`src/rtl/gate_alu_fifo.sv`:
```
// gate_alu_fifo: bitwise gate ALU whose results queue in an ordered FIFO
// Ports: clk, rst_n (async active-low); in_valid/in_ready/a/b/op operand handshake;
// out_valid/out_ready/y/y_any head-result handshake; count = results delivered since reset.
module gate_alu_fifo #(
   parameter int WIDTH = 8,
   parameter int DEPTH = 4,
   parameter int CNT_W = 16
) (
   input  logic             clk,
   input  logic             rst_n,
   input  logic             in_valid,
   output logic             in_ready,
   input  logic [WIDTH-1:0] a,
   input  logic [WIDTH-1:0] b,
   input  logic [2:0]       op,
   output logic             out_valid,
   input  logic             out_ready,
   output logic [WIDTH-1:0] y,
   output logic             y_any,
   output logic [CNT_W-1:0] count
);
   localparam int AW = $clog2(DEPTH);
   localparam logic [AW:0] P_ONE = 1;
   logic [WIDTH-1:0] r_mem [DEPTH];
   logic [AW:0]      r_wr;
   logic [AW:0]      r_rd;
   logic [CNT_W-1:0] r_count;
   logic [WIDTH-1:0] w_res;
   logic             w_empty;
   logic             w_full;
   logic             w_wr;
   logic             w_rd;
   // pointers carry one extra wrap bit so full and empty are distinguishable
   assign w_empty   = r_wr == r_rd;
   assign w_full    = (r_wr[AW] != r_rd[AW]) && (r_wr[AW-1:0] == r_rd[AW-1:0]);
   assign w_wr      = in_valid && !w_full;
   assign w_rd      = out_ready && !w_empty;
   assign in_ready  = !w_full;
   assign out_valid = !w_empty;
   assign y         = w_empty ? '0 : r_mem[r_rd[AW-1:0]];
   assign y_any     = |y;
   assign count     = r_count;
   always_comb begin
      w_res = '0;
      case (op)
         3'b000: w_res = a & b;
         3'b001: w_res = a | b;
         3'b010: w_res = ~(a & b);
         3'b011: w_res = ~(a | b);
         3'b100: w_res = a ^ b;
         3'b101: w_res = ~(a ^ b);
         3'b110: w_res = ~a;
         3'b111: w_res = a;
      endcase
   end
   always_ff @(posedge clk)
      if (w_wr) r_mem[r_wr[AW-1:0]] <= w_res;
   always_ff @(posedge clk or negedge rst_n)
      if (!rst_n) begin
         r_wr    <= '0;
         r_rd    <= '0;
         r_count <= '0;
      end else begin
         if (w_wr) r_wr <= r_wr + P_ONE;
         if (w_rd) begin
            r_rd    <= r_rd + P_ONE;
            r_count <= r_count + CNT_W'(1);
         end
      end
endmodule

```
`config.mk`:
```
export PLATFORM = sky130hd
export DESIGN_NAME = gate_alu_fifo
export DESIGN_NICKNAME = d
export VERILOG_FILES = /design/src/rtl/gate_alu_fifo.sv
export SDC_FILE = /design/constraint.sdc
export NUM_CORES = 1
export LEC_CHECK = 0
export BUFFER_PORTS_ARGS = -buffer_cell sky130_fd_sc_hd__buf_2
export CAP_MARGIN = 25
export CORE_ASPECT_RATIO = 2
export CORE_MARGIN = 2
export CORE_UTILIZATION = 40
export CTS_CLUSTER_SIZE = 14
export DETAILED_ROUTE_END_ITERATION = 10
export PLACE_DENSITY = 0.62
export SLEW_MARGIN = 20
export SYNTH_ARGS = -nofsm -noshare
export SYNTH_HDL_FRONTEND = slang
export SYNTH_SLANG_ARGS = --single-unit
```
`constraint.sdc`:
```
create_clock -name clk -period 2.3 [get_ports clk]
set_input_delay 0.69 -clock clk [delete_from_list [all_inputs] [get_ports clk]]
set_output_delay 0.69 -clock clk [all_outputs]
set_load 0.01 [all_outputs]
```
== Word level (Yosys, flattened, before mapping) ==
Memory sizes are Yosys's and may differ from the RTL's.
Index checks and enable logic that the tools add are counted.

* Register bits: 22
* Memory bits (writable): 32
* Input port bits: 23
* Output and inout port bits: 27
* Logic and storage cells: 35
* Memories: 1

{| class="wikitable"
|+ Memories
! memory !! depth !! width !! rd ports !! clocked after memory_dff !! wr ports !! line !! text
|-
| r_mem || 4 || 8 || 1 || 0 || 1 || 24 || <nowiki>logic [WIDTH-1:0] r_mem [DEPTH];</nowiki>
|}

* Add/sub/neg operators: 3
* Equal/unequal tests: 10
* Multiplexer cells: 4
* Bitwise operators: 7
* Reductions and logical operators: 7

{| class="wikitable"
|+ Operators by type and width
! cell !! count
|-
| $pmux 8 s8 || 1
|-
| $not 8->8 || 4
|-
| $add 16x1->16 const B || 1
|-
| $eq 3x3->1 const B || 4
|-
| $and 8x8->8 || 1
|-
| $mux 8 || 1
|-
| $or 8x8->8 || 1
|-
| $reduce_or 8->1 || 1
|-
| $xor 8x8->8 || 1
|-
| $add 3x1->3 const B || 2
|-
| $eq 3x2->1 const B || 2
|-
| $eq 3x1->1 const B || 1
|-
| $eq 3x3->1 || 1
|-
| $logic_and 1x1->1 || 3
|-
| $logic_not 3->1 || 1
|-
| $eq 2x2->1 || 1
|-
| $logic_not 1->1 || 2
|-
| $mux 1 || 2
|-
| $ne 1x1->1 || 1
|}

== Logic depth before layout (Yosys ltp) ==
* Depth after elaboration: 6
* Gate-level depth with buffers: 6
* Mapped depth without buffers: 6

== Worst setup path after synthesis ==
No wires, ideal clock.

* Kind: register -> output
* Start: register r_rd[0]
* End: output port y_any
* Arrival: 1,539 ps
* Data required time: 1,610 ps
* Slack: 71 ps
* Stages on the path, launching flop included: 5
* Buffers on the path: 1
* Cells stage by stage: dfrtp_1 > buf_6 > mux4_2 > o41ai_2 > nand3_1

* Longest elaborated chain between the ends: 3
* Elaborated cells on any way between the ends: 4
* Those cells by class: 1 x eq/ne; 1 x mux; 1 x reduce/logical; 1 x memory

{| class="wikitable"
|+ RTL lines
! element !! line !! text
|-
| start, declared || 26 || <nowiki>logic [AW:0] r_rd;</nowiki>
|-
| start signal, assigned || 66 || <nowiki>r_rd <= r_rd + P_ONE;</nowiki>
|-
| $mem_v2 4x8 / $eq 3x3->1 (equally long branches) || n/a ||
|-
| $mux 8 (*) || 40 || <nowiki>assign y = w_empty ? '0 : r_mem[r_rd[AW-1:0]];</nowiki>
|-
| $reduce_or 8->1 (*) || 41 || <nowiki>assign y_any = |y;</nowiki>
|-
| end, declared || 19 || <nowiki>output logic y_any,</nowiki>
|}

Mark *: on every way between the ends. The rest lies on a longest branch, timed or not.

== Worst setup path after layout ==
Same ends and word-level chain as after synthesis.

==> metrics.yaml <==
status: "finished, violations left"
violations: "setup timing"
grt_pass1_vias: 2158
placed_cells: 419
endpoint_kind: "primary output"
path_common_cell: "buf_6"
ioPinCount: 50
yosys.area.top_type: "edfxtp_1"
finalNonFillerCells: 435
ys.flop_type: "edfxtp_1"
synth_fp_nets: 314
core_um2: 7940
synth_commonest_cells: "edfxtp_1, dfrtp_1, ha_1, inv_1, mux2i_1"
crit_family: "buffers and inverters"
die_width_um: 67.8
cts_max_level: 2
cp_data_required_time_ps: 1610
tns_ps: -2060
crit_path_start_kind: "flop"
fmax_ghz: 0.385
fp.dieH_um: 132
synth_seq_cells: 54
antenna_found_initial: 0
wl_mm: 6.34
critPathMaxStageDelay_ps: 420
grt_first_pass_wirelength_mm: 9.97
wire_per_inst_um: 14.6
slowest_stage: "dfrtp_2"
synth_top_area_share_pct: 29.5
synthTopCellsByArea: "edfxtp_1, dfrtp_1, ha_1, mux2i_1, xnor2_1"
hold_violations: 0
avgViaCountPerCell: 5.16
clock_latency_ps: 290
place_hpwl_mm: 4.76
drc: 0
drive_gt1_share_pct: 33.0
final_nets: 383
clk_pin_slew_ps: 70
regToRegSetupSlack_ps: 130
io_buffers: 49
ctsRootBufferMaster: "clkbuf_16"
max-cap-violations: 0
cts_tree: "done"
core.rowCount: 46
worst_slew_pin_slew_ps: 502
yosysSeqAreaShare_pct: 46.4
drtIter0Drc: 83
ir_worst_vdd_uv: 426
drtAntennaViolNets: 0
holdBufCountCts: 0
yosysMostFrequentCell: "edfxtp_1"
fillCellCount: 718
critical_path_buf_inv_count: 4
holdWs_ps: 359
die_area_um2: 8920
synthCells: 269
clk_path_buf_depth: 2
num_antenna_cells: 0
synth_edf_count: 32
async_flop_share_pct: 40.7
synth.distinct_cells: 43
layout_setup_ws_ps: -300
drv_slew: 0
worst_ep_arrival_time_ps: 1910
cts.sinks: 54
grt_max_degree: 32
p_leak_nw: 1.77
synth.cell_area_um2: 3250
ys.warnings.count: 0
critPathMaxFanout: 3
hp-class: "in -> async"
vias: 2245
grt_usage_pct: 14.8
timing.critical_path.cells: "buf_4 -> buf_6 -> xor2_4 -> buf_6 -> o31a_1 -> nor2_1 -> nand3_1 -> buf_2"
rsz0062_at_grt: "yes"
power.density_nw_per_um2: 1140
clock_skew_ps: 4.71
avgSynthCellArea_um2: 12.1
setup_viol: 10
fin_crit_ps: 2600
gr-total-overflow: 0
post-route-util_pct: 50.3
path_class: "reg -> out"
fin_crit_sh_pct: 113
area_growth_pct: 22.7
initial_core_util_pct: 41.0
gp_congestion: 0.743
slew-limit-headroom_pct: 66.6
drtPass1Iterations: 4
cts_buffers: 5
final cells by class:
cell class                      instances  area [um^2]  share of cell area, %
Tap cell                               96          120                   3.01
Sequential cell                        54         1510                   37.9
Multi-Input combinational cell        180         1640                   41.0
Clock inverter                          2         8.76                  0.219
Inverter                               21         78.8                   1.97
Clock buffer                            6          129                   3.23
Timing Repair Buffer                   76          507                   12.7
cells in the final DEF (no fill, tap or decap), types with 6 or more instances in the layout:
cell      netlist  routed
xnor2_1        19      18
nand2_1        10      10
o21ai_0        10      10
ha_1           22      22
nand2b_1        6       6
nor2_1          8       8
buf_2           5      44
mux4_2          5       6
mux2i_1        21      21
buf_4           0      22
a21oi_1         9       9
inv_1          21      21
buf_6           2       9
dfrtp_1        22      20
nand4_1         6       6
edfxtp_1       32      32
report_power, final:
group | switching, W | internal (W) | leakage (nW)
sequential | 0.000174 | 0.00131 | 0.573
clock | 0.000317 | 0.000398 | 0.0644
combinational | 0.00107 | 0.00129 | 1.13
total | 0.00157 | 0.00299 | 1.77
cells by family after synthesis:
family	Yosys count	share of synthesized area, %
compound gates	38	8.23
xor+xnor	26	7.23
fa+ha+maj	22	8.46
buf+inv	36	5.34
flops	54	46.4
mux	31	13.0
simple gates	62	11.3
final timing paths:
kind	startpoint	end	cells after the start
setup / recovery	r_rd[0]$_DFFE_PN0P_	y_any	8
hold / removal	rst_n	count[5]$_DFFE_PN0P_	1
setup reg to reg	r_rd[0]$_DFFE_PN0P_	r_mem[0][1]$_DFFE_PP_	7
hold reg to reg	count[15]$_DFFE_PN0P_	count[15]$_DFFE_PN0P_	1
max in group asynchronous	rst_n	r_rd[1]$_DFFE_PN0P_	1
min in group clk	count[15]$_DFFE_PN0P_	count[15]$_DFFE_PN0P_	1
state kept, by name, summed over array words and instances (netlist names):
name / flops
r_mem: 32
r_rd: 3
r_wr: 3
count: 16
metrics by stage:
step	area (um^2)	worst slack, ps	total power (W)
after floorplan	3250	71.4	0.00267
after global placement	3690	-203	0.00331
after detailed placement	3690	-221	0.00336
after CTS	3960	-306	0.00447
after global routing	3990	-357	0.00484
final	3990	-300	0.00455
what timing repair did:
item / 4_1_cts / 5_1_grt
pin swaps: 2 / 2
buffers inserted: 5 / 2
cloned: 1 / 0
gates resized for setup: 18 / 8
setup endpoints to repair: 11 / 11
layer usage:
layer,GRT usage (%),vias up,part of all wire (%)
met2,27.2,60,56
li1,-,1107,-
met3,2.40,8,3.8
met5,0,-,0
met1,15.3,1070,38
met4,6.78,0,1.8
No activity file was read; power rests on OpenSTA's default activity.
